==> src/rtl/barrel_shifter.sv <==
// barrel_shifter: registered log2-stage shift/rotate unit, configurable via BARREL_SHIFTER_PIPE_EN
// Ports: clock_i, reset_i (async, active-high); valid_i, mode_i (00 lsl, 01 lsr, 10 asr, 11 rol),
//        data_i, shift_i in; data_o, valid_o out after 1 cycle (2 cycles with BARREL_SHIFTER_PIPE_EN).
module barrel_shifter #(
    parameter int BW_DATA  = 32,
    parameter int BW_SHIFT = 5
) (
    input  logic                clock_i,
    input  logic                reset_i,
    input  logic                valid_i,
    input  logic [1:0]          mode_i,
    input  logic [BW_DATA-1:0]  data_i,
    input  logic [BW_SHIFT-1:0] shift_i,
    output logic [BW_DATA-1:0]  data_o,
    output logic                valid_o
);
    // stages below SPLIT run from the inputs, the rest from the (optional) mid register
    localparam int SPLIT = BW_SHIFT / 2;
    if (BW_DATA != 2 ** BW_SHIFT) begin : g_bad_width
        $error("barrel_shifter: BW_DATA must equal 2**BW_SHIFT");
    end
    logic [BW_DATA-1:0]      stg_in  [BW_SHIFT];
    logic [BW_DATA-1:0]      stg_out [BW_SHIFT];
    logic [BW_DATA-1:0]      lo_data;
    logic [BW_DATA-1:0]      hi_data;
    logic [BW_SHIFT-1:SPLIT] hi_shift;
    logic [1:0]              hi_mode;
    logic                    hi_valid;
    if (SPLIT == 0) begin : g_lo_in
        assign lo_data = data_i;
    end else begin : g_lo_stg
        assign lo_data = stg_out[SPLIT-1];
    end
`ifdef BARREL_SHIFTER_PIPE_EN
    logic [BW_DATA-1:0]      mid_data;
    logic [BW_SHIFT-1:SPLIT] mid_shift;
    logic [1:0]              mid_mode;
    logic                    mid_valid;
    always_ff @(posedge clock_i or posedge reset_i) begin
        if (reset_i) begin
            mid_data  <= '0;
            mid_shift <= '0;
            mid_mode  <= '0;
            mid_valid <= 1'b0;
        end else begin
            mid_valid <= valid_i;
            if (valid_i) begin
                mid_data  <= lo_data;
                mid_shift <= shift_i[BW_SHIFT-1:SPLIT];
                mid_mode  <= mode_i;
            end
        end
    end
    assign hi_data  = mid_data;
    assign hi_shift = mid_shift;
    assign hi_mode  = mid_mode;
    assign hi_valid = mid_valid;
`else
    assign hi_data  = lo_data;
    assign hi_shift = shift_i[BW_SHIFT-1:SPLIT];
    assign hi_mode  = mode_i;
    assign hi_valid = valid_i;
`endif
    for (genvar k = 0; k < BW_SHIFT; k++) begin : g_stage
        localparam int A = 2 ** k;
        logic       sel;
        logic [1:0] md;
        if (k == SPLIT) begin : g_src_hi
            assign stg_in[k] = hi_data;
        end else if (k == 0) begin : g_src_in
            assign stg_in[k] = data_i;
        end else begin : g_src_prev
            assign stg_in[k] = stg_out[k-1];
        end
        if (k < SPLIT) begin : g_ctl_lo
            assign sel = shift_i[k];
            assign md  = mode_i;
        end else begin : g_ctl_hi
            assign sel = hi_shift[k];
            assign md  = hi_mode;
        end
        // arithmetic fill reuses the stage MSB: earlier stages already preserved the sign there
        assign stg_out[k] = !sel           ? stg_in[k] :
                            md == 2'b00    ? stg_in[k] << A :
                            md == 2'b01    ? stg_in[k] >> A :
                            md == 2'b10    ? (stg_in[k] >> A) | ({BW_DATA{stg_in[k][BW_DATA-1]}} << (BW_DATA - A)) :
                                             (stg_in[k] << A) | (stg_in[k] >> (BW_DATA - A));
    end
    always_ff @(posedge clock_i or posedge reset_i) begin
        if (reset_i) begin
            data_o  <= '0;
            valid_o <= 1'b0;
        end else begin
            valid_o <= hi_valid;
            if (hi_valid) data_o <= stg_out[BW_SHIFT-1];
        end
    end
endmodule

==> config.mk <==
export PLATFORM = sky130hd
export DESIGN_NAME = barrel_shifter
export DESIGN_NICKNAME = d
export VERILOG_FILES = /design/src/rtl/barrel_shifter.sv
export SDC_FILE = /design/constraint.sdc
export NUM_CORES = 1
export LEC_CHECK = 0
export CORE_MARGIN = 2
export CORE_UTILIZATION = 25
export DETAILED_ROUTE_END_ITERATION = 7
export DONT_BUFFER_PORTS = 1
export GPL_ROUTABILITY_DRIVEN = 0
export SYNTH_ARGS = -nofsm -noshare
export SYNTH_HDL_FRONTEND = slang
export SYNTH_SLANG_ARGS = --single-unit
export TNS_END_PERCENT = 1
==> constraint.sdc <==
create_clock -name clock_i -period 1.8 [get_ports clock_i]
set_input_delay 0 -clock clock_i [delete_from_list [all_inputs] [get_ports clock_i]]
set_output_delay 0 -clock clock_i [all_outputs]
set_load 0.02 [all_outputs]
# --- Word-level counts from Yosys, hierarchy flattened ---
# Cells that the tools add are included.
word_totals:
  elab_cells: 35
  out_inout_bits: 33
  in_bits: 42
  ff_bits: 33
classes:
  eq_ne: 2
  n_reduce_logical: 1
  mux: 20
  bitwise: 10
op_table:
  columns: ["operator", "count"]
  rows:
  - ["32-bit 2-to-1 mux", 20]
  - ["16-bit by 32-bit OR with 32-bit output", 1]
  - ["24-bit by 32-bit OR with 32-bit output", 1]
  - ["28-bit by 32-bit OR with 32-bit output", 1]
  - ["30-bit by 32-bit OR with 32-bit output", 1]
  - ["31-bit by 32-bit OR with 32-bit output", 1]
  - ["32-bit by 1-bit OR with 32-bit output", 1]
  - ["32-bit by 16-bit OR with 32-bit output", 1]
  - ["32-bit by 2-bit OR with 32-bit output", 1]
  - ["32-bit by 4-bit OR with 32-bit output", 1]
  - ["32-bit by 8-bit OR with 32-bit output", 1]
  - ["2-bit by 1-bit == test with 1-bit output, second input constant", 1]
  - ["2-bit == test, second input constant", 1]
  - ["2-bit logical NOT", 1]

# --- Depth between registers and ports, before layout ---
depth:
  depth_word: 25
  ltp_mapped: 12
  ltp_nobuf: 8

# --- Worst setup path after synthesis ---
# Ideal clock, no wire load.
synth_timing:
  path_type: "input to register"
  startpoint: "input port mode_i[0]"
  endpoint: "register data_o[7]"
  cell_stages: 11
  t_required_ps: 1674
  arrival_time_ps: 2023
  path_buffers: 3
  path_slack_ps: -349
  setup_time_ps: 126
  path_cell_list: "buf_6 xnor2_4 buf_8 buf_8 mux4_2 nand2_2 a21oi_1 a311o_1 a21oi_1 o311ai_1 a221o_1"
synth_via:
  elab_chain_len: 25
synth_lines:
  columns: ["element", "line", "rtl"]
  rows:
  - ["start: declaration", "11", "input logic [1:0] mode_i,"]
  - ["2-bit == test", "86", "md == 2'b10 ? (stg_in[k] >> A) | ({BW_DATA{stg_in[k][BW_DATA-1]}} << (BW_DATA - A)) :"]
  - ["32-bit 2-to-1 mux", "86", null]
  - ["32-bit 2-to-1 mux", "85", "md == 2'b01 ? stg_in[k] >> A :"]
  - ["32-bit 2-to-1 mux", "84", "md == 2'b00 ? stg_in[k] << A :"]
  - ["32-bit 2-to-1 mux", "83", "assign stg_out[k] = !sel ? stg_in[k] :"]
  - ["32-bit by 2-bit OR with 32-bit output / 30-bit by 32-bit OR with 32-bit output (equally long branches)", "87, 86", null]
  - ["32-bit 2-to-1 mux", "86", null]
  - ["32-bit 2-to-1 mux", "85", null]
  - ["(+9 left out)", null, null]
  - ["32-bit 2-to-1 mux", "85", null]
  - ["32-bit 2-to-1 mux", "84", null]
  - ["32-bit 2-to-1 mux", "83", null]
  - ["32-bit by 16-bit OR with 32-bit output / 16-bit by 32-bit OR with 32-bit output (equally long branches)", "87, 86", null]
  - ["32-bit 2-to-1 mux", "86", null]
  - ["32-bit 2-to-1 mux", "85", null]
  - ["32-bit 2-to-1 mux", "84", null]
  - ["32-bit 2-to-1 mux (*)", "83", null]
  - ["end signal: assignment", "95", "if (hi_valid) data_o <= stg_out[BW_SHIFT-1];"]
  - ["end: declaration", "14", "output logic [BW_DATA-1:0] data_o,"]
# Mark *: on every way between the ends. The rest lies on a longest branch, timed or not.
# A chain may end at the register's enable or synchronous reset.

# --- Worst setup path after layout ---
layout_timing:
  startpoint: "input port mode_i[1]"
  endpoint: "register data_o[30]"
# Same word-level chain as after synthesis.

==> impl_metrics.py <==
metrics = {
    "outcome": {
        "outcome": "finished, violations left",
        "violations": "hold timing, setup timing",
    },
    "logic_synthesis": {
        "synth_compound_area_frac": 0.3410,
        "synth_warnings": 0,
        "ys_types": 84,
        "synth_area_um2": 5823,
        "ys_ff_latch": 33,
        "avgSynthCellArea_um2": 7.612,
        "ys_async_sr_fraction": 1.000,
        "yosysSeqAreaShare": 0.1418,
        "synthXorXnorAreaFrac": 0.009454,
        "synth_adder_area_share": 0,
        "synth_cells": 765,
        "synth-edff-count": 0,
        "synth_flop_cell": "dfrtp_1",
        "synth_top_family_by_area": "compound AO/OA/AOI/OAI gates",
        "syn-num-nets": 807,
        "synth-simple-area-share": 0.1743,
        "muxShareOfSynthArea": 0.2359,
    },
    "run": {
        "drv_cap": 0,
    },
    "clock_network": {
        "insertion_delay_ns": 0.27,
        "path_clk_slew_ns": 0.05,
        "cts_sinks": 33,
        "cts-root-buf": "clkbuf_16",
        "cts-buffers-inserted": 5,
        "cts.path.max_buffers": 2,
        "cts_tree": "yes",
        "htreeDepth": 2,
    },
    "sta": {
        "fin_crit_sh": 1.093,
        "slew_headroom": 0.5684,
        "fin_ws_ns": -0.1666,
        "drv_slew": 0,
        "skew_ns": 0,
        "min_period_ns": 1.967,
        "finalHoldViolCount": 1,
        "whs_ns": -0.01394,
        "finalSetupViolCount": 24,
        "worst_slew_pin_slew_ns": 0.6453,
        "tns_ns": -1.445,
        "fmax_ghz": 0.5085,
        "rsz0062_at_grt": "true",
    },
    "cells_and_area": {
        "drive_gt1_frac": 0.2995,
        "fin_util": 0.3278,
        "layout.nets": 870,
        "final_common_cell": "buf_4",
        "layout_common_cells": "buf_4 (116), nand2_1 (98), mux2i_1 (70)",
        "fillers": 2376,
        "diodes": 0,
        "syn2layout_area_growth_pct": 28.21,
    },
    "hold_path": {
        "min_from": "shift_i[4]",
        "holdPathEnd": "data_o[10]",
        "hold_depth": 2,
        "hold_class": "in2reg",
    },
    "power": {
        "power.share.clock": 0.191,
        "powerDensity_nw_per_um2": 583.8,
        "ir_worst_vdd_mv": 0.3387,
        "p_switching_mw": 1.782,
        "leakagePower_nw": 3.047,
        "combPwrFrac": 0.549,
        "switching_share": 0.4088,
        "p_int_mw": 2.576,
        "seqPwrFrac": 0.260,
    },
    "grt": {
        "grt_pass1_wl_um": 38120,
        "grt-ovfl-total": 0,
        "grt_usage": 0.2000,
        "grt_antenna_before_repair": 0,
        "grt_max_degree": 82,
        "grt_pass1_vias": 6379,
    },
    "setup_path": {
        "r2r_cells": 3,
        "critPathLaunch": "mode_i[1]",
        "reg2reg_from": "data_o[22]",
        "worstPathArrival_ns": 2.15,
        "startpoint_type": "input pin",
        "timing.rr.end": "data_o[22]",
        "reg2reg_slack_ns": 0.27,
        "path_class": "in2reg",
        "path_max_fanout": 20,
        "required_ns": 1.99,
        "worstSetupEndpointType": "register",
    },
    "place": {
        "io_buffers": 0,
        "hpwl_um": 17940,
    },
    "routing": {
        "drtIter0Drc": 881,
        "viasPerCell": 5.890,
        "routedWlPerCell_um": 22.01,
        "drt_wl_total_um": 25110,
        "drt_pass1_iterations": 6,
        "final_antenna_net_count": 0,
        "vias": 6721,
        "drc_errors": 0,
    },
    "floorplan": {
        "die_y_um": 156.6,
        "die_x_um": 156.6,
        "die-area_um2": 24530,
        "ios": 75,
        "core_um2": 22780,
        "start_util": 0.2556,
        "placementRows": 55,
    },
}
[power groups by stage]
stage          Combinational (mW)  Sequential, mW  Clock, mW
3_5_place_dp                 2.03            1.16          0
6_report                     2.39            1.13      0.830
4_1_cts                      2.24            1.15      0.846
2_1_floorplan                1.49            1.09          0
3_3_place_gp                 2.02            1.16          0
5_1_grt                      2.54            1.15      0.878
[final cells by class]
type                    instances  area, µm²  share of cell area
multi-input cells             616       4762              0.6378
flip-flops and latches         33      825.8              0.1106
inverters                      29      108.9             0.01458
clock buffers                   7      142.6             0.01911
repair buffers                143       1235              0.1654
well taps                     313      391.6             0.05246
[synth_stat cells (16+ instances only)]
master / number / area share
a21oi_1: 53 / 0.046
buf_2: 23 / 0.020
clkbuf_1: 45 / 0.029
dfrtp_1: 33 / 0.14
inv_1: 26 / 0.017
mux2i_1: 75 / 0.13
mux4_2: 25 / 0.097
nand2_1: 100 / 0.064
nor2_1: 72 / 0.046
nor3_1: 16 / 0.014
o21ai_0: 37 / 0.032
[kinds of logic after synthesis]
kind of cell,count (synthesis)
mux,105
simple gates,235
buf+inv,116
flops,33
compound gates,274
xor+xnor,2
[registers in the layout, summed over array words and instances (netlist names)]
signal and flops:
data_o 32, valid_o 1
[worst max-delay path by stage]
stage	cells past startpoint	end	slack (ns)
after floorplan	9	data_o[7]	-0.29
after global placement	9	data_o[22]	-0.51
after detailed placement	9	data_o[22]	-0.55
after CTS	9	data_o[29]	-0.09
after global routing	10	data_o[30]	-0.17
final	10	data_o[30]	-0.17
[metal layers]
metal / vias up / track usage / part of all wire
met3: 52 / 0.04016 / 0.089
met4: 0 / 0.07951 / 0.036
li1: 3047 / - / -
met1: 3283 / 0.2524 / 0.39
met2: 339 / 0.3344 / 0.49
met5: - / 0 / 0
[worst max-delay path: stages]
cell and delay, ns:
xnor2_4 0.13, buf_12 0.15, buf_12 0.12, buf_16 0.15, mux2i_1 0.14, mux4_2 0.51
a21oi_1 0.20, a21oi_1 0.13, a221o_1 0.37, a211oi_2 0.24
[metrics by stage]
step / cell area [µm²] / std cells / hold WS, ns / setup slack, ns / power, mW
after global placement: 6680 / 1112 / 0.01373 / -0.5138 / 3.179
after detailed placement: 6680 / 1112 / 0.02078 / -0.5515 / 3.191
final: 7466 / 1141 / -0.01394 / -0.1666 / 4.358
after floorplan: 5836 / 765 / 0.03143 / -0.2899 / 2.586
after global routing: 7466 / 1141 / 0.009545 / -0.1749 / 4.574
after CTS: 7236 / 1138 / 0.001113 / -0.08973 / 4.232
[what timing repair did]
action / CTS / global route
hold buffers: 10 / 1
pin swaps: 22 / 20
endpoints found under the hold margin: 55 / 1
gates resized for setup: 40 / 46
setup endpoints to repair: 30 / 31
cloned: 3 / 0
setup buffers: 6 / 2
Note: power is estimated with default switching activity, not from simulation.
